`src/rtl/midi_out.sv`:
```
// midi_out: serial MIDI transmitter (31250-baud UART framing, 8N1, LSB first).
// Accepts one decoded channel message per valid/ready handshake and sends it
// as 1..3 MIDI bytes. Running status can optionally suppress a repeated
// status byte while the line has been idle for less than RS_TIMEOUT cycles.
//
// Ports:
//   clk        system clock
//   rst_n      asynchronous active-low reset
//   msg_valid  message fields valid
//   msg_ready  block can accept a message this cycle (IDLE only)
//   ch_message status high nibble (8..F; lower values are acknowledged and dropped)
//   chan       channel / status low nibble
//   data1      first data byte
//   data2      second data byte
//   tx         MIDI serial output, idle high
//   busy       high from acceptance until the last stop bit ends
module midi_out #(
  parameter int CLK_DIV        = 1600,
  parameter bit RUNNING_STATUS = 1'b0,
  parameter int RS_TIMEOUT     = 15000000
) (
  input  logic       clk,
  input  logic       rst_n,
  input  logic       msg_valid,
  output logic       msg_ready,
  input  logic [3:0] ch_message,
  input  logic [3:0] chan,
  input  logic [6:0] data1,
  input  logic [6:0] data2,
  output logic       tx,
  output logic       busy
);

  localparam int              IW       = (RS_TIMEOUT < 2) ? 1 : $clog2(RS_TIMEOUT + 1);
  localparam logic [15:0]     DIV_LAST = 16'(CLK_DIV - 1);
  localparam logic [IW-1:0]   RS_MAX   = IW'(RS_TIMEOUT);

  typedef enum logic [1:0] {
    S_IDLE  = 2'd0,
    S_START = 2'd1,
    S_DATA  = 2'd2,
    S_STOP  = 2'd3
  } state_t;

  // Index of the final byte of a message (0 = status, 1 = data1, 2 = data2).
  function automatic logic [1:0] last_byte_idx(input logic [3:0] msg_type);
    logic [1:0] idx;
    case (msg_type)
      4'hC, 4'hD: idx = 2'd1;
      4'hF:       idx = 2'd0;
      default:    idx = 2'd2;
    endcase
    return idx;
  endfunction

  state_t          state_r, state_s;
  logic [15:0]     baud_r, baud_s;
  logic [2:0]      bit_r, bit_s;
  logic [1:0]      idx_r, idx_s;
  logic [1:0]      last_idx_r;
  logic [7:0]      status_r;
  logic [6:0]      d1_r, d2_r;
  logic [7:0]      last_status_r;
  logic            last_valid_r;
  logic [IW-1:0]   idle_cnt_r;
  logic            tx_r, tx_s;
  logic            busy_r, busy_s;
  logic            ready_r, ready_s;

  logic            accept_s;
  logic            type_ok_s;
  logic [7:0]      in_status_s;
  logic            skip_s;
  logic            baud_end_s;
  logic [7:0]      cur_byte_s;

  assign msg_ready = ready_r;
  assign tx        = tx_r;
  assign busy      = busy_r;

  // Handshake decode and running-status match for the incoming message.
  always_comb begin
    accept_s    = msg_valid && ready_r;
    type_ok_s   = ch_message[3];
    in_status_s = {ch_message, chan};
    skip_s      = RUNNING_STATUS && last_valid_r &&
                  (last_status_r == in_status_s) && (idle_cnt_r < RS_MAX);
    baud_end_s  = (baud_r == DIV_LAST);
  end

  // Byte currently on the wire, selected from the latched message fields.
  always_comb begin
    case (idx_r)
      2'd0:    cur_byte_s = status_r;
      2'd1:    cur_byte_s = {1'b0, d1_r};
      2'd2:    cur_byte_s = {1'b0, d2_r};
      default: cur_byte_s = 8'hFF;
    endcase
  end

  // Next-state logic; tx/busy/ready are computed here and registered below.
  always_comb begin
    state_s = state_r;
    baud_s  = baud_r + 16'd1;
    bit_s   = bit_r;
    idx_s   = idx_r;
    tx_s    = tx_r;
    busy_s  = busy_r;
    case (state_r)
      S_IDLE: begin
        baud_s = 16'd0;
        bit_s  = 3'd0;
        if (accept_s && type_ok_s) begin
          state_s = S_START;
          // A suppressed status byte means the frame starts at data1.
          idx_s   = skip_s ? 2'd1 : 2'd0;
          tx_s    = 1'b0;
          busy_s  = 1'b1;
        end else begin
          tx_s   = 1'b1;
          busy_s = 1'b0;
        end
      end
      S_START: begin
        if (baud_end_s) begin
          state_s = S_DATA;
          baud_s  = 16'd0;
          bit_s   = 3'd0;
          tx_s    = cur_byte_s[0];
        end else begin
          tx_s = 1'b0;
        end
      end
      S_DATA: begin
        if (baud_end_s) begin
          baud_s = 16'd0;
          if (bit_r == 3'd7) begin
            state_s = S_STOP;
            tx_s    = 1'b1;
          end else begin
            bit_s = bit_r + 3'd1;
            tx_s  = cur_byte_s[bit_s];
          end
        end else begin
          tx_s = cur_byte_s[bit_r];
        end
      end
      S_STOP: begin
        if (baud_end_s) begin
          baud_s = 16'd0;
          if (idx_r == last_idx_r) begin
            state_s = S_IDLE;
            tx_s    = 1'b1;
            busy_s  = 1'b0;
          end else begin
            state_s = S_START;
            idx_s   = idx_r + 2'd1;
            tx_s    = 1'b0;
          end
        end else begin
          tx_s = 1'b1;
        end
      end
      default: begin
        state_s = S_IDLE;
        baud_s  = 16'd0;
        bit_s   = 3'd0;
        idx_s   = 2'd0;
        tx_s    = 1'b1;
        busy_s  = 1'b0;
      end
    endcase
    ready_s = (state_s == S_IDLE);
  end

  // FSM state, counters and registered outputs.
  always_ff @(posedge clk or negedge rst_n) begin
    if (!rst_n) begin
      state_r <= S_IDLE;
      baud_r  <= 16'd0;
      bit_r   <= 3'd0;
      idx_r   <= 2'd0;
      tx_r    <= 1'b1;
      busy_r  <= 1'b0;
      ready_r <= 1'b0;
    end else begin
      state_r <= state_s;
      baud_r  <= baud_s;
      bit_r   <= bit_s;
      idx_r   <= idx_s;
      tx_r    <= tx_s;
      busy_r  <= busy_s;
      ready_r <= ready_s;
    end
  end

  // Message fields are captured on the accepting edge only.
  always_ff @(posedge clk or negedge rst_n) begin
    if (!rst_n) begin
      status_r   <= 8'd0;
      d1_r       <= 7'd0;
      d2_r       <= 7'd0;
      last_idx_r <= 2'd0;
    end else if (accept_s) begin
      status_r   <= in_status_s;
      d1_r       <= data1;
      d2_r       <= data2;
      last_idx_r <= last_byte_idx(ch_message);
    end else begin
      status_r   <= status_r;
    end
  end

  // Running-status memory and the idle timer that expires it.
  always_ff @(posedge clk or negedge rst_n) begin
    if (!rst_n) begin
      last_status_r <= 8'd0;
      last_valid_r  <= 1'b0;
      idle_cnt_r    <= '0;
    end else if (accept_s) begin
      idle_cnt_r <= '0;
      if (ch_message[3] && (ch_message != 4'hF)) begin
        last_status_r <= in_status_s;
        last_valid_r  <= 1'b1;
      end else if ((ch_message == 4'hF) && !chan[3]) begin
        // System common (F0..F7) cancels running status; realtime (F8..FF) does not.
        last_valid_r <= 1'b0;
      end else begin
        last_valid_r <= last_valid_r;
      end
    end else if (state_r == S_IDLE) begin
      if (idle_cnt_r < RS_MAX) begin
        idle_cnt_r <= idle_cnt_r + {{(IW-1){1'b0}}, 1'b1};
      end else begin
        last_valid_r <= 1'b0;
      end
    end else begin
      idle_cnt_r <= idle_cnt_r;
    end
  end

endmodule

```
`config.mk`:
```
export PLATFORM = sky130hd
export DESIGN_NAME = midi_out
export DESIGN_NICKNAME = d
export VERILOG_FILES = /design/src/rtl/midi_out.sv
export SDC_FILE = /design/constraint.sdc
export NUM_CORES = 1
export LEC_CHECK = 0
export CAP_MARGIN = 20
export CORE_MARGIN = 1.5
export CORE_UTILIZATION = 50
export CTS_CLUSTER_SIZE = 10
export DETAILED_ROUTE_END_ITERATION = 6
export PLACE_DENSITY = 0.79
export SLEW_MARGIN = 10
export SYNTH_ARGS = -nofsm -noshare
export SYNTH_HDL_FRONTEND = slang
export SYNTH_SLANG_ARGS = --single-unit
```
`constraint.sdc`:
```
create_clock -name clk -period 1.98 [get_ports clk]
set_input_delay 0.396 -clock clk [delete_from_list [all_inputs] [get_ports clk]]
set_output_delay 0.396 -clock clk [all_outputs]
set_load 0.05 [all_outputs]
```
==> summary.txt, run 1 <==
Power and ir drop
  • Sw Pwr: 1.43 mW
  • Clk network pwr share: 14.4%
  • Internal Power: 2.53 mW
  • Logic gate share of total power: 44.1%
  • Pwr Total: a little under 4 mW
  • Switch share: between 30 and 40%
  • Share of power burned in registers: 41.5%
  • Max IR drop VDD: 0.637 mV
  • Static leakage: 1.41 nW
  • PD cells: 1200 nW/um^2

GRT
  • Met1 Track Usage GR: 24.5%
  • First-pass GRT wire length: about 9600 microns
  • Antenna violations before repair: 0
  • Aggregate global routing overflow: 0
  • Vias in the first global route: 2,157
  • Maximum number of pins on one net before global-route repair: 33
  • GRT busiest layer: met2
  • M3 GR Usage: 4.19%
  • Grt met2 use: 36.8%
  • Gr usage total: 20.2%

Timing
  • Worst slew pin tran: 491 ps
  • Min Tclk post-route: between 1500 and 2000 ps
  • FMAX: 514 MHz
  • Max_slew headroom: 67.2%
  • Setup TNS: 0 ps
  • Fin crit share: between 90% and 100%
  • Unrepaired setup endpoints after global routing: true
  • Final Setup Violations: 0
  • Final hold vios: 0
  • Skew final: 5.47 ps
  • Fin. max-slew vios: 0

Synth
  • Top post-synthesis cells by count: 49 x dfrtp_1, 22 x mux2_2, 22 x nand2_1, 21 x nor2_1
  • Post-Syn Nets: about 290
  • Top cells by area, synth: dfrtp_1 46%, mux2_2 9.3%, ha_1 5.6%
  • Yosys reg bits: 50
  • Netlist Area Pre-Place: 2660 sq um
  • Post-synthesis sequential area ratio: 47.0%
  • Main flop type after synthesis: dfrtp_1
  • Syn Inst Count: 250
  • Post-synth EDFFs: 0
  • YS warnings: 0
  • Share of the synthesized area in the top cell type: 46.0%
  • Mapped Avg Cell Area: 10.7 sq um
  • Ys async rst share: 100%
  • Distinct cell type count after synthesis: 50
  • Most frequent cell after synthesis: dfrtp_1
  • Yosys top cell by area: dfrtp_1

Floorplan
  • Number of top-level pins: 28
  • Die area: 5770 sq um
  • Starting Density: 52.2%
  • Die height: 76.0 microns
  • Std cell rows: 26
  • DIE WIDTH: 76.0 microns
  • Core ar.: 5110 sq um

Status
  • Status: finished, final reports clean

Worst setup path
  • CP Max Fanout: 7
  • CP Capture Type: flip-flop
  • Worst Path Arrival: around 2200 ps
  • Crit start category: flip-flop
  • WP data required: 2190 ps
  • Cell count of the worst reg-to-reg path: 8
  • Worst r2r src: idx_r[0]
  • R2R Setup Slk: between 30 and 40 ps
  • Kind of critical path: reg2reg
  • Reg-to-reg endpoint: tx

Run
  • Max-cap violation count: 0

Cells and area
  • Share of cells above drive strength 1: a little over a fifth
  • ANT cells: 0
  • Final Cell Area: 3290 sq um
  • Multi-input gate area: 1390 sq um
  • Fill cell count: 442
  • Reg area: 1250 sq um
  • Nets: around 330
  • Area delta synth->final: 23.4%

Place
  • DP HPWL: 3940 microns
  • Post-DP Area: a little over 3000 sq um
  • Port bufs: 27
  • GP Congestion: 0.846

Clock network
  • Cts hold-fix bufs: 0
  • Number of CTS-inserted buffers: 5
  • CTS tree: built
  • Clk sink count: 50
  • Clock Tree Buf Depth: 2
  • Clock-pin slew on the worst setup and hold paths: 80 ps
  • Clock Latency Late Sink: 300 ps
  • # H-tree levels: 2
  • Root buf cell: clkbuf_8

Route
  • Antenna viol nets, final: 0
  • Vias: 2,021
  • WL/cell: 14.5 microns
  • Via density: 5.52
  • WL final: 5300 microns
  • # DRC: 0
  • First-pass DRT Iterations: 4
  • Iter 0 DRT Violations: 86

Hold path
  • Min-delay worst type: in2async
[final cells by class]
| type | count | area share, % |
|---|---|---|
| well taps | 70 | 2.66 |
| repair buffers | 45 | 13.0 |
| clock buffers | 8 | 2.44 |
| multi-input cells | 181 | 42.2 |
| inverters | 12 | 1.52 |
| flip-flops and latches | 50 | 38.2 |
[logic make-up after synthesis]
group | count (synthesis) | share of synthesized area [%]
xor gates and xnor gates | 13 | 4.27
and+or+nand+nor | 77 | 15.3
buffers and inverters | 19 | 2.86
adders and majority gates | 12 | 5.64
muxes | 25 | 10.9
AOI/OAI and AO/OA | 54 | 14.0
DFF | 50 | 47.0
[placed cells by master, fill, tap and decap left out, types with 8 or more instances in the layout]
cell type,n
nand2_1,22
ha_1,9
xnor2_1,8
inv_1,10
mux2_2,21
nor2_1,21
nand3_1,8
o21ai_0,12
dfrtp_1,47
clkdlybuf4s50_1,25
buf_4,16
a21oi_1,9
[through the flow]
step / instances / setup WS [ps] / hold WS [ps] / util [%]
5_1_grt: 366 / -97.5 / 61.8 / 64.4
4_1_cts: 362 / 32.1 / 61.8 / 62.8
2_1_floorplan: 250 / 171 / 100 / -
6_report: 366 / 33.4 / 46.9 / 64.4
3_5_place_dp: 354 / -24.6 / 381 / 61.0
3_3_place_gp: 354 / 34.7 / 371 / 61.0
[worst max-delay path, stage by stage (launching register included)]
cell	delay [ps]
dfrtp_2	460
inv_4	100
ha_4	180
a222oi_1	110
buf_4	150
mux2_4	250
a221oi_2	250
a311oi_1	80
o32ai_1	270
[per-layer routing]
metal / wire, microns / up-vias
met5: 0 / -
met4: 67 / 0
met3: 120 / 9
met2: 2770 / 34
met1: 2340 / 985
li1: - / 993
[power by group through the flow]
stage	clock network, mW	registers [mW]	logic (mW)
2_1_floorplan	0	1.65	1.14
3_3_place_gp	0	1.66	1.65
3_5_place_dp	0	1.67	1.68
4_1_cts	0.582	1.65	1.71
5_1_grt	0.637	1.70	1.93
6_report	0.568	1.64	1.75
[what timing repair did]
action	4_1_cts	5_1_grt
setup buffers	0	4
gates resized for setup	4	13
pin swaps	0	5
setup endpoints to repair	1	5
endpoints found under the hold margin	0	0
[state kept, by name, summed over array words and instances, names as in the netlist, 2 cells and up]
register and flops:
baud_r 16, status_r 8, d1_r 7, d2_r 7, bit_r 3, idx_r 2, last_idx_r 2, state_r 2
[worst max path at each step]
stage / startpoint / end / cells after the start
2_1_floorplan: idx_r[0] / tx / 8
3_3_place_gp: idx_r[0] / tx / 7
3_5_place_dp: idx_r[0] / tx / 7
4_1_cts: idx_r[1] / tx / 8
5_1_grt: idx_r[0] / tx / 8
6_report: idx_r[0] / tx / 8
Note: power is estimated with default switching activity, not from simulation.
==> run 2: changes to the inputs <==
--- a/config.mk
+++ b/config.mk
@@ -7,10 +7,10 @@
 export LEC_CHECK = 0
 export CAP_MARGIN = 20
 export CORE_MARGIN = 1.5
-export CORE_UTILIZATION = 50
+export CORE_UTILIZATION = 25
 export CTS_CLUSTER_SIZE = 10
 export DETAILED_ROUTE_END_ITERATION = 6
-export PLACE_DENSITY = 0.79
+export PLACE_DENSITY = 0.49
 export SLEW_MARGIN = 10
 export SYNTH_ARGS = -nofsm -noshare
 export SYNTH_HDL_FRONTEND = slang
==> run 2 against run 1 <==
Final area increased by 6.6%. Combinational power increased by 9.7%. Largest cell class unchanged. Critical endpoint unchanged. Clock-buffer cell count decreased by 2. Critical path type unchanged.
==> summary.txt, run 2 (same netlist as run 1, synthesis figures left out) <==
Clock network
  • Clock Latency Late Sink: 300 ps (about the same)
  • Clock-pin slew on the worst setup and hold paths: 100 ps (was 80 ps)
  • Clock Tree Buf Depth: 2 (unchanged)
  • CTS tree: built (unchanged)
  • Root buf cell: clkbuf_8 (unchanged)
  • Cts hold-fix bufs: 0 (unchanged)
  • Number of CTS-inserted buffers: 5 (unchanged)
  • # H-tree levels: 2 (unchanged)
  • Clk sink count: 50 (unchanged)

Route
  • WL/cell: 13.6 microns (was 14.5 microns)
  • First-pass DRT Iterations: 5 (was 4)
  • # DRC: 0 (unchanged)
  • Via density: 4.78 (was 5.52)
  • WL final: 5910 microns (was 5300 microns)
  • Antenna viol nets, final: 0 (unchanged)
  • Vias: 2,069 (was 2,021)
  • Iter 0 DRT Violations: 75 (was 86)

Worst setup path
  • Kind of critical path: reg2reg (unchanged)
  • Critical Path Start: idx_r[0] (unchanged)
  • WP data required: 2190 ps (about the same)
  • CP Max Fanout: 8 (was 7)
  • CP peak stage delay: 400 ps (was 460 ps)
  • Reg-to-reg endpoint: tx (unchanged)
  • Cell count of the worst reg-to-reg path: 8 (unchanged)
  • CP max stage cell: dfrtp_1 (was dfrtp_2)
  • Worst Path Arrival: 2150 ps (about the same)
  • Crit start category: flip-flop (unchanged)
  • R2R Setup Slk: 40 ps (was 30 ps)
  • CP Capture Type: flip-flop (unchanged)
  • Worst r2r src: idx_r[0] (unchanged)
  • Critical path cell sequence: inv_2 -> ha_4 -> a222oi_1 -> buf_4 -> mux2_4 -> a221oi_4 -> a311oi_2 -> o32ai_2 (was inv_4 -> ha_4 -> a222oi_1 -> buf_4 -> mux2_4 -> a221oi_2 -> a311oi_1 -> o32ai_1)
  • Setup crit end: tx (unchanged)

Floorplan
  • Starting Density: 25.8% (was 52.2%)
  • Die height: 106 microns (was 76.0 microns)
  • Std cell rows: 37 (was 26)
  • DIE WIDTH: 106 microns (was 76.0 microns)
  • Number of top-level pins: 28 (unchanged)
  • Die area: 11,300 sq um (was 5770 sq um)
  • Core ar.: 10,300 sq um (was 5110 sq um)

Cells and area
  • Final Cell Area: 3500 sq um (was 3290 sq um)
  • Fill cell count: 1,066 (was 442)
  • Area delta synth->final: 31.6% (was 23.4%)
  • ANT cells: 0 (unchanged)
  • Nets: 333 (was 332)
  • Max reg flops: 16 (unchanged)
  • Top reg by flops: baud_r (unchanged)
  • Top Registers: baud_r x16, status_r x8 (unchanged)
  • Share of cells above drive strength 1: 24.9% (was 22.0%)
  • Most common cell after layout, fill and taps aside: dfrtp_1 (unchanged)
  • Most frequent cells in the layout: 49 x dfrtp_1, 24 x clkdlybuf4s50_1, 22 x nand2_1 (was 47 x dfrtp_1, 25 x clkdlybuf4s50_1, 22 x nand2_1)

GRT
  • Maximum number of pins on one net before global-route repair: 31 (was 33)
  • First-pass GRT wire length: 10,400 microns (was 9600 microns)
  • Gr usage total: 11.5% (was 20.2%)
  • Aggregate global routing overflow: 0 (unchanged)
  • Vias in the first global route: 2,149 (was 2,157)
  • Antenna violations before repair: 0 (unchanged)

Place
  • Post-DP Area: 3220 sq um (was 3110 sq um)
  • GP Congestion: 0.809 (was 0.846)
  • DP HPWL: 4450 microns (was 3940 microns)
  • Port bufs: 27 (unchanged)

Power and ir drop
  • Switch share: 35.2% (was 36.0%)
  • Clk network pwr share: 19.9% (was 14.4%)
  • Max IR drop VDD: 0.480 mV (was 0.637 mV)
  • Logic gate share of total power: 42.9% (was 44.1%)
  • Static leakage: 1.46 nW (was 1.41 nW)
  • PD cells: 1280 nW/um^2 (was 1200 nW/um^2)
  • Pwr Total: 4.47 mW (was 3.96 mW)
  • Internal Power: 2.90 mW (was 2.53 mW)
  • Share of power burned in registers: 37.1% (was 41.5%)
  • Sw Pwr: 1.57 mW (was 1.43 mW)

Timing
  • FMAX: 515 MHz (was 514 MHz)
  • Fin. max-slew vios: 0 (unchanged)
  • Skew final: 11.4 ps (was 5.47 ps)
  • Unrepaired setup endpoints after global routing: true (unchanged)
  • Min Tclk post-route: 1940 ps (was 1950 ps)
  • Final hold vios: 0 (unchanged)
  • Fin crit share: 98.0% (was 98.3%)
  • Final Setup Violations: 0 (unchanged)
  • Worst slew pin tran: 514 ps (was 491 ps)
  • Max_slew headroom: 65.7% (was 67.2%)

Run
  • Max-cap violation count: 0 (unchanged)

Status
  • Status: finished, final reports clean (unchanged)

Hold path
  • Min-delay worst type: in2async (unchanged)
[run 2: how the worst min path moves through the flow]
stage / to / depth (start not counted)
2_1_floorplan: baud_r[0] / 0
3_3_place_gp: baud_r[11] / 1
3_5_place_dp: baud_r[11] / 1
4_1_cts: busy / 1
5_1_grt: busy / 1
6_report: baud_r[11] / 1
[run 2: area by class of cell]
cell class	count	area, sq um	area share [%]
clock buffers	6	82.6	2.36
inverters	12	45.0	1.29
well taps	136	170	4.86
flip-flops and latches	50	1250	35.7
clock inverters	2	60.1	1.71
multi-input cells	181	1450	41.4
repair buffers	46	444	12.7
[run 2: through the flow]
stage | cells | setup WS (ps) | utilization [%] | TNS, ps | hold WS, ps
after floorplan | 250 | 171 | - | 0 | 100
after global placement | 422 | -48.5 | 31.2 | -48.5 | 397
after detailed placement | 422 | -113 | 31.2 | -113 | 405
after CTS | 433 | 4.66 | 33.3 | 0 | 67.5
after global routing | 433 | -71.4 | 33.9 | -71.4 | 75.6
final | 433 | 38.7 | 33.9 | 0 | 52.0
[run 2: layer usage]
| metal | up-vias | global-route usage [%] | wire [microns] |
|---|---|---|---|
| met5 | - | 0 | 0 |
| met2 | 45 | 18.4 | 2770 |
| li1 | 999 | - | - |
| met3 | 6 | 2.58 | 192 |
| met1 | 1019 | 15.7 | 2900 |
| met4 | 0 | 3.09 | 41 |
[run 2: what timing repair did]
item / 4_1_cts / 5_1_grt
buffers inserted: 3 / 1
pin swaps: 5 / 7
endpoints found under the setup margin: 1 / 1
resized for setup: 12 / 9
cloned: 0 / 0
[run 2: worst max-delay path, delay by kind of cell (launching register included)]
kind / cells / cell delay, ps
muxes: 1 / 270
DFF: 1 / 400
buffers and inverters: 2 / 270
AOI/OAI and AO/OA: 4 / 700
adders and majority gates: 1 / 210
[run 2: power by group through the flow]
| stage | Combinational, mW | Clock [mW] | Sequential [mW] |
|---|---|---|---|
| 2_1_floorplan | 1.14 | 0 | 1.65 |
| 3_3_place_gp | 1.72 | 0 | 1.67 |
| 3_5_place_dp | 1.75 | 0 | 1.67 |
| 4_1_cts | 1.80 | 0.919 | 1.66 |
| 5_1_grt | 2.12 | 0.962 | 1.71 |
| 6_report | 1.92 | 0.891 | 1.66 |
